==> config.mk <==
export PLATFORM = sky130hd
export DESIGN_NAME = key_capture
export DESIGN_NICKNAME = d
export VERILOG_FILES = /design/src/rtl/key_pkg.sv /design/src/rtl/key_decode.sv /design/src/rtl/key_capture.sv
export SDC_FILE = /design/constraint.sdc
export NUM_CORES = 1
export LEC_CHECK = 0
export ABC_CLOCK_PERIOD_IN_PS = 6880
export CORE_MARGIN = 2
export CORE_UTILIZATION = 45
export CTS_CLUSTER_DIAMETER = 100
export DETAILED_ROUTE_END_ITERATION = 10
export GPL_TIMING_DRIVEN = 0
export PLACE_DENSITY = 0.65
export SETUP_SLACK_MARGIN = 0.3
export SYNTH_ARGS = -nofsm -noshare
export SYNTH_HDL_FRONTEND = slang
export SYNTH_SLANG_ARGS = --single-unit
==> constraint.sdc <==
create_clock -name clk -period 6.88 [get_ports clk]
set_input_delay 0.688 -clock clk [delete_from_list [all_inputs] [get_ports clk]]
set_output_delay 0.688 -clock clk [all_outputs]
set_load 0.02 [all_outputs]
==> src/rtl/key_pkg.sv <==
`default_nettype none
// ============================================================================
//  Module   : key_pkg
//  Purpose  : Shared types and constants for the keypad capture block:
//             FSM state encoding, the 4x4 keypad keymap and the default
//             timing parameters.
//  Ports    : none (package)
//  Revision : 1.0  initial release
// ============================================================================
package key_pkg;

   // Capture FSM states, explicitly 2 bits wide.
   typedef enum logic [1:0] {
      IDLE     = 2'd0,
      DEBOUNCE = 2'd1,
      HELD     = 2'd2,
      RELEASE  = 2'd3
   } state_t;

   localparam logic [15:0] c_DB_CYCLES_DEFAULT  = 16'd50000;
   localparam logic [15:0] c_MUX_CYCLES_DEFAULT = 16'd10000;

   // Keymap indexed by {row_idx, col_idx}, row1/col1 = index 0.
   // Entry 0 (rightmost) is row1/col1 = '1', entry 15 is row4/col4 = 'D'.
   localparam logic [15:0][3:0] c_KEYMAP = {
      4'hD, 4'hF, 4'h0, 4'hE,   // row4
      4'hC, 4'h9, 4'h8, 4'h7,   // row3
      4'hB, 4'h6, 4'h5, 4'h4,   // row2
      4'hA, 4'h3, 4'h2, 4'h1    // row1
   };

endpackage : key_pkg
`default_nettype wire

==> src/rtl/key_decode.sv <==
`default_nettype none
// ============================================================================
//  Module   : key_decode
//  Purpose  : Purely combinational keypad code decoder.
//  Ports    : total_val [7:0] in  - {rows one-hot high (bit7=row1),
//                                    cols one-cold low (bit3=col1)}
//             valid         out - exactly one row high and one column low
//             hex     [3:0] out - keymap value (0 when not valid)
//  Revision : 1.0  initial release
// ============================================================================
module key_decode
   import key_pkg::*;
(
   input  logic [7:0] total_val,
   output logic       valid,
   output logic [3:0] hex
);

   logic [1:0] w_row_idx;
   logic [1:0] w_col_idx;
   logic       w_row_ok;
   logic       w_col_ok;

   // Row bits are active-high with row1 in the MSB.
   always_comb begin
      w_row_idx = 2'd0;
      w_row_ok  = 1'b1;
      case (total_val[7:4])
         4'b1000: w_row_idx = 2'd0;
         4'b0100: w_row_idx = 2'd1;
         4'b0010: w_row_idx = 2'd2;
         4'b0001: w_row_idx = 2'd3;
         default: w_row_ok  = 1'b0;
      endcase
   end

   // Column bits are active-low with col1 in the MSB.
   always_comb begin
      w_col_idx = 2'd0;
      w_col_ok  = 1'b1;
      case (total_val[3:0])
         4'b0111: w_col_idx = 2'd0;
         4'b1011: w_col_idx = 2'd1;
         4'b1101: w_col_idx = 2'd2;
         4'b1110: w_col_idx = 2'd3;
         default: w_col_ok  = 1'b0;
      endcase
   end

   assign valid = w_row_ok & w_col_ok;
   assign hex   = valid ? c_KEYMAP[{w_row_idx, w_col_idx}] : 4'h0;

endmodule : key_decode
`default_nettype wire

==> src/rtl/key_capture.sv <==
`default_nettype none
// ============================================================================
//  Module   : key_capture
//  Purpose  : Debounced keypad capture with a two-digit history and a
//             free-running display multiplexer.
//  Ports    : clk             in  - system clock, rising edge
//             reset           in  - asynchronous, active-low
//             enable          in  - scanner strobe: candidate on total_val
//             key_pressed     in  - high while any column is active
//             total_val [7:0] in  - {rows one-hot, cols active-low}
//             key_valid       out - one-cycle pulse per accepted key
//             digit_new [3:0] out - most recent accepted key
//             digit_old [3:0] out - previous accepted key
//             disp_sel        out - 0 shows digit_new, 1 shows digit_old
//             disp_digit[3:0] out - currently selected digit
//  Revision : 1.0  initial release
// ============================================================================
module key_capture
   import key_pkg::*;
#(
   parameter logic [15:0] DB_CYCLES  = c_DB_CYCLES_DEFAULT,
   parameter logic [15:0] MUX_CYCLES = c_MUX_CYCLES_DEFAULT
) (
   input  logic       clk,
   input  logic       reset,
   input  logic       enable,
   input  logic       key_pressed,
   input  logic [7:0] total_val,
   output logic       key_valid,
   output logic [3:0] digit_new,
   output logic [3:0] digit_old,
   output logic       disp_sel,
   output logic [3:0] disp_digit
);

   localparam logic [15:0] c_DB_LAST  = DB_CYCLES  - 16'd1;
   localparam logic [15:0] c_MUX_LAST = MUX_CYCLES - 16'd1;

   state_t      r_state;
   state_t      w_next_state;
   logic [7:0]  r_code;
   logic [15:0] r_db_cnt;
   logic [15:0] r_mux_cnt;
   logic        r_disp_sel;
   logic [3:0]  r_digit_new;
   logic [3:0]  r_digit_old;
   logic        r_key_valid;

   logic        w_dec_valid;
   logic [3:0]  w_dec_hex;
   logic        w_stable;
   logic        w_db_done;
   logic        w_latch;
   logic        w_cnt_clr;
   logic        w_cnt_inc;
   logic        w_accept;

   key_decode u_decode (
      .total_val (total_val),
      .valid     (w_dec_valid),
      .hex       (w_dec_hex)
   );

   // Key still down and unchanged since it was latched.
   assign w_stable  = key_pressed && (total_val == r_code);
   assign w_db_done = (r_db_cnt == c_DB_LAST);

   // ---------------------------------------------------------------- state
   always_ff @(posedge clk or negedge reset) begin
      if (!reset) r_state <= IDLE;
      else        r_state <= w_next_state;
   end

   // ----------------------------------------------------------- next state
   always_comb begin
      w_next_state = r_state;
      case (r_state)
         IDLE:     if (enable && w_dec_valid) w_next_state = DEBOUNCE;
         DEBOUNCE: if (!w_stable)             w_next_state = IDLE;
                   else if (w_db_done)        w_next_state = HELD;
         HELD:     if (!key_pressed)          w_next_state = RELEASE;
         RELEASE:  if (key_pressed)           w_next_state = HELD;
                   else if (w_db_done)        w_next_state = IDLE;
         default:                             w_next_state = IDLE;
      endcase
   end

   // ------------------------------------------------------ output controls
   always_comb begin
      w_latch   = 1'b0;
      w_cnt_clr = 1'b0;
      w_cnt_inc = 1'b0;
      w_accept  = 1'b0;
      case (r_state)
         IDLE: begin
            w_latch   = enable && w_dec_valid;
            w_cnt_clr = enable && w_dec_valid;
         end
         DEBOUNCE: begin
            w_cnt_inc = w_stable;
            w_accept  = w_stable && w_db_done;
         end
         HELD:    w_cnt_clr = !key_pressed;
         RELEASE: w_cnt_inc = !key_pressed;
         default: ;
      endcase
   end

   // Debounce counter saturates so a stuck count can never wrap back into
   // a spurious match.
   always_ff @(posedge clk or negedge reset) begin
      if (!reset) begin
         r_db_cnt <= 16'd0;
      end else if (w_cnt_clr) begin
         r_db_cnt <= 16'd0;
      end else if (w_cnt_inc && (r_db_cnt != 16'hFFFF)) begin
         r_db_cnt <= r_db_cnt + 16'd1;
      end
   end

   // On acceptance total_val still equals the latched code, so the single
   // decoder output is the accepted key.
   always_ff @(posedge clk or negedge reset) begin
      if (!reset) begin
         r_code      <= 8'd0;
         r_digit_new <= 4'd0;
         r_digit_old <= 4'd0;
         r_key_valid <= 1'b0;
      end else begin
         r_key_valid <= w_accept;
         if (w_latch) r_code <= total_val;
         if (w_accept) begin
            r_digit_old <= r_digit_new;
            r_digit_new <= w_dec_hex;
         end
      end
   end

   // Free-running display multiplexer, independent of the FSM.
   always_ff @(posedge clk or negedge reset) begin
      if (!reset) begin
         r_mux_cnt  <= 16'd0;
         r_disp_sel <= 1'b0;
      end else if (r_mux_cnt == c_MUX_LAST) begin
         r_mux_cnt  <= 16'd0;
         r_disp_sel <= ~r_disp_sel;
      end else begin
         r_mux_cnt  <= r_mux_cnt + 16'd1;
      end
   end

   assign key_valid  = r_key_valid;
   assign digit_new  = r_digit_new;
   assign digit_old  = r_digit_old;
   assign disp_sel   = r_disp_sel;
   assign disp_digit = r_disp_sel ? r_digit_old : r_digit_new;

endmodule : key_capture
`default_nettype wire

* Word level (Yosys, flattened, before mapping) *
Memories as Yosys holds them, arrays and structs flattened.
Index checks and enable logic that the tools add are counted.

storage, ports and cells
  latch bits = 0
  output and inout bits = 14
  bits in registers = 52
  logic and storage cells = 64
  memories kept = 1
  RAM bits = 0
  memory bits (read-only) = 64
  input bits = 12

cells by class
  add/sub/neg operators = 2
  order comparisons = 1
  reductions and logical operators = 10
  shifts and indexed selects = 0
  bitwise logic cells = 2
  divide/modulo/power cells = 0
  $mul = 0
  eq/ne operators = 19
  multiplexer cells = 21

memory list
  name              words  bits a word  read ports  clocked after Yosys merged registers in  wr ports  RTL line          RTL
  (name not given)  16     4            1           0                                        0         key_decode.sv:51  assign hex = valid ? c_KEYMAP[{w_row_idx, w_col_idx}] : 4'h0;

operators by type and width
  kind                                                                     number
  16-bit two-way mux                                                       3
  16-bit by 1-bit adder with 16-bit output, second input constant          2
  16-bit by 14-bit equality test with 1-bit output, second input constant  1
  16-bit equality test, second input constant                              1
  4-bit equality test, second input constant                               4
  16-bit != test, second input constant                                    1
  2-bit two-way mux                                                        6
  4-bit two-way mux                                                        3
  2-bit case mux with 3 select lines                                       2
  4-bit by 3-bit equality test with 1-bit output, second input constant    2
  8-bit equality test                                                      1
  2-bit case mux with 4 select lines                                       1
  4-bit OR reduction                                                       2
  3-bit != test, second input constant                                     2
  4-bit by 5-bit < comparator with 1-bit output, second input constant     1
  2-bit equality test, second input constant                               2
  4-bit by 1-bit equality test with 1-bit output, second input constant    1
  4-bit by 2-bit equality test with 1-bit output, second input constant    1
  1-bit logical AND                                                        4
  1-bit two-way mux                                                        4
  2-bit != test, second input constant                                     2
  1-bit case mux with 2 select lines                                       2
  4-bit AND reduction                                                      1
  2-bit by 1-bit equality test with 1-bit output, second input constant    1
  other kinds (5)                                                          5

* Logic depth before layout (Yosys ltp) *
  depth in word-level cells = 7
  gate-level depth with buffers = 8
  gate-level depth less buffers = 8

* Modules after synthesis *
From an unflattened synthesis, not the netlist that was laid out.

unflattened totals
  cells, all modules = 277
  area total of the unflattened synthesis = 2949.1 um^2

by module, submodules not included
  module       area each (um^2)  instances  cells an instance  seq. area each (um^2)
  key_capture  2588.7            1          230                1301.2
  key_decode   360.3             1          47                 0.0

* Least setup slack after synthesis *
OpenSTA, ideal clock, no wires.

  path kind = reg-to-reg
  start point = register r_db_cnt[12]
  end point = register r_digit_new[0] (netlist: digit_new[0])
  arrival = 2.530 ns
  stages on the path, launching flop included = 7
  required time = 6.770 ns
  clock period less this slack = 2.641 ns
  setup slack = 4.239 ns
  cell sequence = dfrtp_1 -> or4_1 -> or4_1 -> or4_1 -> buf_2 -> buf_6 -> o41ai_1

on the way
  cells in the longest elaborated chain, start to end = 3

RTL lines
  item                      RTL line            RTL
  start: declaration        key_capture.sv:42   logic [15:0] r_db_cnt;
  start signal: assignment  key_capture.sv:117  r_db_cnt <= r_db_cnt + 16'd1;
  16-bit equality test      key_capture.sv:66   assign w_db_done = (r_db_cnt == c_DB_LAST);
  1-bit logical AND         key_capture.sv:101  w_accept = w_stable && w_db_done;
  1-bit two-way mux         key_capture.sv:94   case (r_state)
  end signal: assignment    key_capture.sv:134  r_digit_new <= w_dec_hex;
  end: declaration          key_capture.sv:45   logic [3:0] r_digit_new;

Every way passes these cells.
A chain may end at the register's enable or synchronous reset.

* Final worst setup path *
  start point = input port total_val[2]
  end point = register r_db_cnt[5]

on the way
  cells in the longest elaborated chain, start to end = 7
  elaborated cells between the ends (all ways) = 15
  those cells by class = 5 x eq/ne; 4 x mux; 1 x bitwise; 5 x reduce/logical

RTL lines
  item                                                                                          RTL line           RTL
  start: declaration                                                                            key_capture.sv:28  input logic [7:0] total_val,
  4-bit by 3-bit equality test with 1-bit output / 4-bit equality test (equally long branches)  key_decode.sv:41   case (total_val[3:0])
  4-bit OR reduction (no line)                                                                  n/a
  1-bit two-way mux                                                                             key_decode.sv:41
  1-bit AND                                                                                     key_decode.sv:50   assign valid = w_row_ok & w_col_ok;
  1-bit logical AND                                                                             key_capture.sv:97  w_cnt_clr = enable && w_dec_valid;
  1-bit case mux with 2 select lines                                                            key_capture.sv:94
  16-bit two-way mux / 2-bit nonzero test (equally long branches)                               n/a

Parallel ways exist; a longest one is shown, timed or not.

==> impl_metrics.json <==
{
  "max_cap_viol_count": 0,
  "slew_violations": 0,
  "power_frac_comb": 0.126,
  "cp.required_ns": 7.05,
  "core_sq_um": 6241,
  "initial_core_util": 0.4597,
  "vias_per_cell": 5.675,
  "clock_power_share": 0.298,
  "status": "finished, final reports clean",
  "path_common_cell": "clkbuf_1",
  "cp_slowest_cell": "clkdlybuf4s50_1",
  "htreeDepth": 2,
  "critPathTopFamily": "buffers and inverters",
  "die_w_um": 83.85,
  "setup_viol_count_final": 0,
  "post-route-period-util": 0.4194,
  "syn-num-nets": 301,
  "cpPeakStageDelay_ns": 0.60,
  "min-delay-path-class": "in -> async",
  "cts_tree": "yes",
  "power.switching_uw": 148.9,
  "vias": 2219,
  "cts.path.max_buffers": 2,
  "cp_max_fo": 10,
  "ys.flop_type": "dfrtp_1",
  "start_kind": "input pin",
  "hold_violations": 0,
  "cts_hold_buffers": 0,
  "leakagePower_nw": 1.379,
  "synth.distinct_cells": 45,
  "arrival_ns": 3.05,
  "fin_tns_setup_ns": 0,
  "ys_warn_count": 0,
  "numPortBuffers": 23,
  "design_area_sq_um": 3301,
  "min_period_ns": 2.886,
  "grt_pass1_vias": 2168,
  "worst-path-buf-inv": 3,
  "grt_max_degree": 37,
  "areaGrowthSynthToFinish_pct": 15.05,
  "ios": 26,
  "place_ws_ns": 3.690,
  "slew_headroom": 0.3978,
  "drive_above_1_share": 0.1115,
  "finalClockSkew_ns": 0.01203,
  "ant_nets": 0,
  "antenna_found_initial": 0,
  "wl_met2_um": 2695,
  "worstSetupPathType": "in -> reg",
  "antennaDiodeCount": 0,
  "clk_pin_slew_worst_paths_ns": 0.10,
  "dp_hpwl_um": 4230,
  "synth_cells": 282,
  "drt_wl_total_um": 5721,
  "fmax_ghz": 0.3465,
  "tightestPinTransition_ns": 0.8958,
  "final_common_cell": "dfrtp_1",
  "avgRoutedWirePerCell_um": 14.63,
  "synth_seq_area_share": 0.4536,
  "p_seq_frac": 0.576,
  "clk_latency_ns": 0.30,
  "row_count": 29,
  "top_layer_used": "met4",
  "drt_iter0_drc": 98,
  "numCtsBuffers": 5,
  "rsz0062_at_grt": "no",
  "cts-resized-gates": 0,
  "ir_drop_mv": 0.1263,
  "cts_sinks": 52,
  "die_area_sq_um": 7030,
  "endpoint_kind": "flop",
  "globalRouteOverflowTotal": 0,
  "cts_setup_buffers": 0,
  "wl_met3_um": 171,
  "power_density_nw_per_um2": 177.2,
  "final_util": 0.5289,
  "setup_ws_ns": 3.994,
  "fin_total_pwr_uw": 585.0,
  "async_flop_share": 1.000,
  "firstDrtPassIters": 4,
  "synth_area_leader_cell": "dfrtp_1",
  "cts_root_buffer": "clkbuf_8",
  "synth-edff-count": 0,
  "grt_first_pass_wirelength_um": 10190,
  "sw_frac_of_total": 0.2546,
  "groute.usage.overall": 0.1767,
  "synth_area_per_cell_sq_um": 10.17,
  "synth_area_sq_um": 2869,
  "synth_seq_cells": 52,
  "internal_power_uw": 436.1,
  "path_cells": "clkdlybuf4s50_1 > xnor2_1 > nand4_1 > o31a_1 > clkbuf_1 > clkbuf_1 > o31ai_1 > a21oi_1",
  "place_congestion": 0.8513,
  "placed_cell_area_sq_um": 3211,
  "remaining_drc_errors": 0,
  "nets": 332,
  "synth_area_leaders": "dfrtp_1, mux2_2, xnor2_1",
  "wirelength_met1_um": 2787,
  "n_fill_cell": 581,
  "synth_top_area_frac": 0.4536,
  "die_h_um": 83.85,
  "layout_common_cells": "dfrtp_1, clkdlybuf4s50_1, nor2_1, nand3_1, nand2_1"
}
-- path summary, 6_finish.rpt --
check	from	end	slack, ns	cells past startpoint
min reg2reg	r_mux_cnt[0]$_DFF_PN0_	r_mux_cnt[0]$_DFF_PN0_	0.46	1
min in group clk	r_mux_cnt[0]$_DFF_PN0_	r_mux_cnt[0]$_DFF_PN0_	0.46	1
max in group asynchronous	reset	r_code[3]$_DFFE_PN0P_	6.06	2
max	total_val[2]	r_db_cnt[5]$_DFFE_PN0P_	3.99	8
min	reset	r_mux_cnt[14]$_DFF_PN0_	0.29	1
max reg2reg	r_db_cnt[12]$_DFFE_PN0P_	digit_new[0]$_DFFE_PN0P_	4.03	6
-- kinds of logic (layout without fill, tap and decap cells) --
group / Yosys count / in the layout / share of synthesized area
flops: 52 / 52 / 0.4536
simple gates: 112 / 112 / 0.2172
buf+inv: 17 / 49 / 0.02529
mux: 21 / 21 / 0.08024
compound gates: 44 / 44 / 0.1047
xor+xnor: 29 / 29 / 0.08853
fa+ha+maj: 7 / 7 / 0.03053
-- per-layer routing --
metal / up-vias / global-route usage
li1: 1104 / -
met1: 1067 / 0.2459
met2: 42 / 0.2785
met3: 6 / 0.02967
met4: 0 / 0.06452
met5: - / 0
-- cell type report --
cell class                 count  area, sq um  share of cell area
multi-input combinational    213         1495              0.4530
timing repair buffer          24        245.2             0.07430
buffer                        10        46.29             0.01403
tap                           77        96.34             0.02919
inverter                       7        26.28            0.007961
clock inverter                 3        21.27            0.006444
sequential                    52         1301              0.3942
clock buffer                   5        68.82             0.02085
-- power by group through the flow --
stage          Combinational, mW  Clock, mW  Sequential, mW
4_1_cts                   0.0750      0.183           0.337
3_3_place_gp              0.0715          0           0.342
3_5_place_dp              0.0749          0           0.343
5_1_grt                   0.0823      0.196           0.339
2_1_floorplan             0.0510          0           0.340
6_report                  0.0736      0.175           0.337
-- synth_stat cells (3+ instances only) --
library cell,n
o31ai_1,13
nand3_1,18
nand4_1,8
or3_1,3
or2_2,4
and4_1,3
mux2i_1,5
nand2_1,18
o21ai_0,4
a21oi_1,12
clkbuf_1,7
nor4_1,4
xor2_1,12
nor2_1,21
a211oi_1,3
inv_1,7
xnor2_1,17
nor2b_1,3
mux2_2,16
dfrtp_1,52
ha_1,7
or4_1,13
and3_1,5
-- registers in the layout (all words and copies together) (netlist names) --
signal     cells
r_state        2
r_db_cnt      16
key_valid      1
digit_new      4
r_mux_cnt     16
digit_old      4
disp_sel       1
r_code         8
-- per-stage QoR --
stage               std cells  hold slack [ns]
floorplan                 282           0.3924
global placement          382           0.4413
detailed placement        383           0.4499
CTS                       391           0.2915
global route              391           0.2992
finish                    391           0.2912
Power figures use the tool's default switching activity.
